==> src/rtl/mac_unpack_div_pkg.sv <==
// rtl/mac_unpack_div_pkg.sv - shared widths and state encoding for the multiply-add unpacker
// Purpose: operand widths, iteration counter width and FSM state type.
// Ports: none (package).
package mac_unpack_div_pkg;

    localparam int IN     = 8;
    localparam int REGOUT = 16;
    localparam int CNTW   = $clog2(REGOUT);

    typedef enum logic [1:0] {
        IDLE = 2'd0,
        SUB  = 2'd1,
        DIV  = 2'd2,
        DONE = 2'd3
    } state_t;

endpackage

==> src/rtl/mac_unpack_div_if.sv <==
// rtl/mac_unpack_div_if.sv - request/result bundle between a requester and the unpacker
// Purpose: groups the start/operand request and the busy/done/result response.
// Ports: start, D, B, C (requester -> unpacker); busy, done, err, Q, R (unpacker -> requester).
interface mac_unpack_div_if;
    import mac_unpack_div_pkg::*;

    // Bit 0 is the MSB of every bus.
    logic              start;
    logic [0:REGOUT-1] D;
    logic [0:IN-1]     B;
    logic [0:IN-1]     C;
    logic              busy;
    logic              done;
    logic              err;
    logic [0:REGOUT-1] Q;
    logic [0:IN-1]     R;

    modport master (
        output start, D, B, C,
        input  busy, done, err, Q, R
    );

    modport slave (
        input  start, D, B, C,
        output busy, done, err, Q, R
    );

endinterface

==> src/rtl/mac_unpack_div_div_step.sv <==
// rtl/mac_unpack_div_div_step.sv - one combinational restoring-division step
// Purpose: shift the partial remainder left, bring in one dividend bit, trial-subtract B.
// Ports: rem_in (partial remainder), bit_in (next dividend bit), b (divisor),
//        rem_out (updated remainder), q_bit (quotient bit for this step).
module mac_unpack_div_div_step
    import mac_unpack_div_pkg::*;
(
    input  logic [0:IN]   rem_in,
    input  logic          bit_in,
    input  logic [0:IN-1] b,
    output logic [0:IN]   rem_out,
    output logic          q_bit
);

    logic [0:IN] shifted;

    // rem_in is always < b, so its top bit is zero and can be dropped by the shift.
    always_comb begin
        shifted = {rem_in[1:IN], bit_in};
        q_bit   = 1'b0;
        rem_out = shifted;
        if (shifted >= {1'b0, b}) begin
            q_bit   = 1'b1;
            rem_out = shifted - {1'b0, b};
        end
    end

endmodule

==> src/rtl/mac_unpack_div.sv <==
// rtl/mac_unpack_div.sv - recovers A = (D - C) / B and (D - C) mod B with an iterative divider
// Purpose: start/busy/done sequencer around a single reused restoring step.
// Ports: clk (rising-edge clock), rst (async active-high reset),
//        bus (slave side: start/D/B/C in, busy/done/err/Q/R out).
module mac_unpack_div
    import mac_unpack_div_pkg::*;
(
    input  logic           clk,
    input  logic           rst,
    mac_unpack_div_if.slave bus
);

    state_t            state, state_nx;
    logic [0:REGOUT-1] d_lat;
    logic [0:IN-1]     b_lat;
    logic [0:IN-1]     c_lat;
    logic [0:REGOUT-1] dividend;
    logic [0:IN]       rem;
    logic [0:REGOUT-1] q_work;
    logic [CNTW-1:0]   cnt;
    logic              err_int;
    logic [0:IN-1]     err_rem;
    logic              busy_c;
    logic              done_r;
    logic              err_r;
    logic [0:REGOUT-1] q_r;
    logic [0:IN-1]     r_r;
    logic [0:REGOUT]   n;
    logic [0:IN]       step_rem;
    logic              step_q;

    // Bit 0 of n is the borrow of D - C.
    assign n = {1'b0, d_lat} - {{(REGOUT + 1 - IN){1'b0}}, c_lat};

    mac_unpack_div_div_step u_step (
        .rem_in  (rem),
        .bit_in  (dividend[0]),
        .b       (b_lat),
        .rem_out (step_rem),
        .q_bit   (step_q)
    );

    always_comb begin
        state_nx = state;
        busy_c   = 1'b0;
        case (state)
            IDLE: if (bus.start) state_nx = SUB;
            SUB: begin
                busy_c = 1'b1;
                if (n[0] || (b_lat == '0)) state_nx = DONE;
                else                       state_nx = DIV;
            end
            DIV: begin
                busy_c = 1'b1;
                if (cnt == '0) state_nx = DONE;
            end
            DONE: state_nx = bus.start ? SUB : IDLE;
            default: state_nx = IDLE;
        endcase
    end

    always_ff @(posedge clk or posedge rst) begin
        if (rst) begin
            state    <= IDLE;
            d_lat    <= '0;
            b_lat    <= '0;
            c_lat    <= '0;
            dividend <= '0;
            rem      <= '0;
            q_work   <= '0;
            cnt      <= '0;
            err_int  <= 1'b0;
            err_rem  <= '0;
            done_r   <= 1'b0;
            err_r    <= 1'b0;
            q_r      <= '0;
            r_r      <= '0;
        end else begin
            state  <= state_nx;
            done_r <= 1'b0;
            case (state)
                IDLE, DONE: begin
                    // Results publish on the edge leaving DONE, so done is seen one cycle later.
                    if (state == DONE) begin
                        done_r <= 1'b1;
                        err_r  <= err_int;
                        q_r    <= err_int ? '1 : q_work;
                        r_r    <= err_int ? err_rem : rem[1:IN];
                    end
                    if (bus.start) begin
                        d_lat   <= bus.D;
                        b_lat   <= bus.B;
                        c_lat   <= bus.C;
                        err_int <= 1'b0;
                    end
                end
                SUB: begin
                    if (n[0]) begin
                        err_int <= 1'b1;
                        err_rem <= '0;
                    end else if (b_lat == '0) begin
                        err_int <= 1'b1;
                        err_rem <= d_lat[REGOUT-IN:REGOUT-1];
                    end else begin
                        dividend <= n[1:REGOUT];
                        rem      <= '0;
                        q_work   <= '0;
                        cnt      <= CNTW'(REGOUT - 1);
                    end
                end
                DIV: begin
                    rem      <= step_rem;
                    q_work   <= {q_work[1:REGOUT-1], step_q};
                    dividend <= {dividend[1:REGOUT-1], 1'b0};
                    if (cnt != '0) cnt <= cnt - 1'b1;
                end
                default: ;
            endcase
        end
    end

    assign bus.busy = busy_c;
    assign bus.done = done_r;
    assign bus.err  = err_r;
    assign bus.Q    = q_r;
    assign bus.R    = r_r;

endmodule

==> src/flat_wrapper.sv <==
// flat-port wrapper written by rule: the top's interface ports become plain ports
module mac_unpack_div_flat import mac_unpack_div_pkg::*;
  (clk, rst, bus_start, bus_D, bus_B, bus_C, bus_busy, bus_done, bus_err, bus_Q, bus_R);
  mac_unpack_div_if bus_i ();
  input  logic clk;
  input  logic rst;
  input wire logic [$bits(bus_i.start)-1:0] bus_start;
  input wire logic [$bits(bus_i.D)-1:0] bus_D;
  input wire logic [$bits(bus_i.B)-1:0] bus_B;
  input wire logic [$bits(bus_i.C)-1:0] bus_C;
  output wire logic [$bits(bus_i.busy)-1:0] bus_busy;
  output wire logic [$bits(bus_i.done)-1:0] bus_done;
  output wire logic [$bits(bus_i.err)-1:0] bus_err;
  output wire logic [$bits(bus_i.Q)-1:0] bus_Q;
  output wire logic [$bits(bus_i.R)-1:0] bus_R;
  assign bus_i.start = bus_start;
  assign bus_i.D = bus_D;
  assign bus_i.B = bus_B;
  assign bus_i.C = bus_C;
  assign bus_busy = bus_i.busy;
  assign bus_done = bus_i.done;
  assign bus_err = bus_i.err;
  assign bus_Q = bus_i.Q;
  assign bus_R = bus_i.R;
  mac_unpack_div u_core (.clk(clk), .rst(rst), .bus(bus_i));
endmodule
==> config.mk <==
export PLATFORM = sky130hd
export DESIGN_NAME = mac_unpack_div_flat
export DESIGN_NICKNAME = d
export VERILOG_FILES = /design/src/rtl/mac_unpack_div_pkg.sv /design/src/rtl/mac_unpack_div_if.sv /design/src/rtl/mac_unpack_div_div_step.sv /design/src/rtl/mac_unpack_div.sv /design/src/flat_wrapper.sv
export SDC_FILE = /design/constraint.sdc
export NUM_CORES = 1
export LEC_CHECK = 0
export BUFFER_PORTS_ARGS = -buffer_cell sky130_fd_sc_hd__buf_4
export CAP_MARGIN = 40
export CORE_ASPECT_RATIO = 1.5
export CORE_UTILIZATION = 51
export DETAILED_ROUTE_END_ITERATION = 10
export PLACE_DENSITY = 0.73
export REMOVE_ABC_BUFFERS = 1
export SLEW_MARGIN = 20
export SYNTH_ARGS = -nofsm -noshare
export SYNTH_HDL_FRONTEND = slang
export SYNTH_HIERARCHICAL = 1
export SYNTH_SLANG_ARGS = --single-unit
==> constraint.sdc <==
create_clock -name clk -period 4.6 [get_ports clk]
set_clock_uncertainty 0.1 [all_clocks]
set_input_delay 0.23 -clock clk [delete_from_list [all_inputs] [get_ports clk]]
set_output_delay 0.23 -clock clk [all_outputs]
set_load 0.03 [all_outputs]
==> results.md <==
Outcome:
- The flow ran to the end, and the final reports show no timing, DRC or antenna violations.

Floorplan:
- The starting utilization of the core area is 52.64%.
- The die is 135.6 um tall.
- The area of the die is 12350 um^2.
- The I/O pin count is 62.
- In this run the core area contains 48 standard-cell rows.
- The core area is 11530 um^2.
- The x dimension of the die is 91.08 um.

Global routing:
- The first-pass GRT wire length is 23520 um.
- The initial antenna violation count is 0.
- The global router's overall resource usage is 24.54%.
- Summed over all layers, the global routing overflow is 0.
- The pin count of the biggest net entering global routing is 63.
- The number of global-route vias before repair is 4809.

STA:
- Timing would allow up to 285.9 MHz.
- Dividing the final minimum period by the clock period gives 76.04%.
- The final-layout worst hold slack is 0.09678 ns.
- Setup violations remaining at the end of the flow were counted as 0.
- The final count of pins violating max slew is 0.
- Measured against its own limit, the worst slew margin works out to 48.16%.
- The worst path needs 3.498 ns of the cycle, external delays included.
- Setup repair after global routing left no endpoint under its margin.
- The sum of negative setup slack is 0 ns.
- The count of final hold-check violations came to 0.
- At the pin with the least slew margin, the transition time is 0.7739 ns.

Routing:
- The highest metal layer carrying signal wires in the routed design is met4.
- The detailed route wirelength on metal3 is 474 um.
- The detailed router put a total of 5698 um of wire on met1.
- The first detailed-routing pass ran for 5 iterations.
- After detailed routing, the number of remaining DRC violations is 0.
- In the routed layout, each cell is associated on average with a via count of 5.635.
- Summed over all layers, the routed wires come to 14030 um.
- The count of nets left with antenna violations after detail routing is 0.
- Detailed routing inserted a total of 4739 vias.
- The starting DRC count in detailed routing is 205.
- In the final routed layout, each cell accounts on average for 16.69 um.
- The met2 layer wire length in the routed design is 7493 um.

Critical path:
- The worst setup path is launched from a flip-flop.
- The arrival time of data at the critical path endpoint is 3.71 ns.
- The worst path required time is 4.82 ns.
- In this run the worst path has a maximum fanout of 24.
- The critical path is of the reg -> reg type.
- STA classifies the critical path endpoint as a flip-flop.

CTS:
- Buffers inserted during clock tree synthesis total 17.
- The CTS tree is yes.
- For the worst-skew pair, the clock arrives at the later sink with an insertion delay of 0.41 ns.
- After clock tree synthesis, the repair step resized 0 gates.
- After clock tree synthesis, the clock-pin slew on the worst setup and hold paths is 0.05 ns.
- Counting every sink on the clock net gives 113.
- The maximum clock path buffer count is 2.
- CTS built an H-tree with a depth of 4.
- The clock root buffer is sky130_fd_sc_hd__clkbuf_16.

Finish:
- The finished cells cover 7625 um^2.
- In the final layout, the share of cells above drive strength 1 is 23.30%.
- The antenna diode count is 0.
- The area growth from synthesis to layout is 25.62%.
- The number of nets at the end of the flow is 739.

Yosys:
- The synthesized netlist cell count is 589.
- The average instance area after synthesis is 10.30 um^2.
- After synthesis the cells add up to 6070 um^2.
- The Yosys step of the flow raised 6 warnings.

Power and ir drop:
- Across the VDD grid, the largest voltage drop is 0.0005213 V.
- In this run the static leakage power is 0.003453 uW.
- Dividing total power by cell area gives a power density of 801.0 nW/um^2.

Place:
- Summed over all nets, the half-perimeter wirelength after detailed placement is 9288 um.
- At the end of routability-driven placement, the weighted congestion stood at 0.8372.
- In this run the tool buffered the top-level ports with 61 buffer cells.
- The cell area reported after detailed placement is 6675 um^2.

Worst hold path:
- The classification of the worst-slack hold path is in -> reg.

Run:
- Across the run, the number of max-cap violations was 0.
-- what timing repair did --
item | CTS | global route
buffers inserted | 0 | 0
setup endpoints to repair | 0 | 0
hold buffers | 33 | 0
endpoints found under the hold margin | 93 | 0
-- critical path, stage by stage (launching register included) --
cell                      delay (ns)
sky130_fd_sc_hd__dfrtp_1        0.35
sky130_fd_sc_hd__inv_1          0.06
sky130_fd_sc_hd__ha_1           0.23
sky130_fd_sc_hd__fa_1           0.38
sky130_fd_sc_hd__nor2b_1        0.32
sky130_fd_sc_hd__o211a_1        0.43
sky130_fd_sc_hd__o31ai_4        0.21
sky130_fd_sc_hd__a21oi_4        0.54
sky130_fd_sc_hd__buf_4          0.49
sky130_fd_sc_hd__mux2i_1        0.28
-- cells in the final DEF (no fill, tap or decap), types with 3 or more instances in the layout --
master                            n
sky130_fd_sc_hd__dlygate4sd3_1   33
sky130_fd_sc_hd__mux2i_1         40
sky130_fd_sc_hd__a21o_1           6
sky130_fd_sc_hd__mux2_2          33
sky130_fd_sc_hd__nand2b_1         5
sky130_fd_sc_hd__nand2_1         54
sky130_fd_sc_hd__nand4_1          6
sky130_fd_sc_hd__clkbuf_16       17
sky130_fd_sc_hd__or2_2            3
sky130_fd_sc_hd__buf_4           65
sky130_fd_sc_hd__or4_1            4
sky130_fd_sc_hd__clkinv_2         6
sky130_fd_sc_hd__a31oi_1         25
sky130_fd_sc_hd__o21ai_0         27
sky130_fd_sc_hd__nor4_1           4
sky130_fd_sc_hd__nor2_1          38
sky130_fd_sc_hd__dfrtp_1        113
sky130_fd_sc_hd__nor3b_1          3
sky130_fd_sc_hd__o31a_1           3
sky130_fd_sc_hd__a21oi_1         21
sky130_fd_sc_hd__o21a_1           9
sky130_fd_sc_hd__nor2b_1          5
sky130_fd_sc_hd__o31ai_1          6
sky130_fd_sc_hd__nor3_1          11
sky130_fd_sc_hd__bufinv_16        4
sky130_fd_sc_hd__ha_1            22
sky130_fd_sc_hd__mux2_4           6
sky130_fd_sc_hd__a21boi_0         5
sky130_fd_sc_hd__inv_1           52
sky130_fd_sc_hd__nand3_1          3
sky130_fd_sc_hd__xnor2_1          4
-- report_power, final --
group | internal [uW] | total [uW] | leakage [uW] | switching, uW
sequential | 1390 | 1680 | 0.00140 | 289
clock | 896 | 1340 | 0.000296 | 445
combinational | 1320 | 3090 | 0.00176 | 1770
-- registers in the layout, summed over array words and instances, names as in the netlist --
register         flops
u_core/bus.Q        16
u_core/d_lat        16
u_core/dividend     16
u_core/q_work       16
u_core/b_lat         8
u_core/bus.R         8
u_core/c_lat         8
u_core/err_rem       8
u_core/rem           8
u_core/cnt           4
u_core/state         2
u_core/bus.done      1
u_core/bus.err       1
u_core/err_int       1
-- worst paths after layout --
path / end / depth (start not counted) / slack (ns) / start
hold / removal: u_core/err_int$_DFFE_PP0P_ / 3 / 0.1 / bus_start
max in group asynchronous: u_core/c_lat[3]$_DFFE_PP0P_ / 4 / 3.15 / rst
hold reg to reg: u_core/dividend[15]$_DFFE_PP0P_ / 1 / 0.41 / u_core/dividend[15]$_DFFE_PP0P_
min in group asynchronous: u_core/state[0]$_DFFE_PP0P_ / 3 / 0.27 / rst
setup reg to reg: u_core/rem[3]$_DFFE_PP0P_ / 9 / 1.10 / u_core/d_lat[15]$_DFFE_PP0P_
setup / recovery: u_core/rem[3]$_DFFE_PP0P_ / 9 / 1.10 / u_core/d_lat[15]$_DFFE_PP0P_
-- cell type report --
| cell class | count | area (um^2) |
|---|---|---|
| repair buffers | 101 | 873.3 |
| multi-input cells | 392 | 2932 |
| fillers | 899 | 3906 |
| well taps | 150 | 187.7 |
| inverters | 54 | 205.2 |
| flip-flops and latches | 113 | 2828 |
| clock inverters | 12 | 166.4 |
| clock buffers | 19 | 432.9 |
-- stage by stage --
stage,worst slack [ns],cells,total power [uW],util (%)
after floorplan,-0.2209,559,3915,-
after global placement,1.329,774,4562,57.58
after detailed placement,1.203,776,4699,57.89
after CTS,1.137,840,6109,65.95
after global routing,0.9113,841,6495,66.12
final,1.102,841,6108,66.12
-- layer usage --
| layer | vias up | GRT usage [%] |
|---|---|---|
| li1 | 2261 | - |
| met3 | 31 | 5.668 |
| met1 | 2331 | 27.88 |
| met5 | - | 0 |
| met2 | 116 | 43.64 |
| met4 | 0 | 11.38 |
Note: power is estimated with default switching activity, not from simulation.
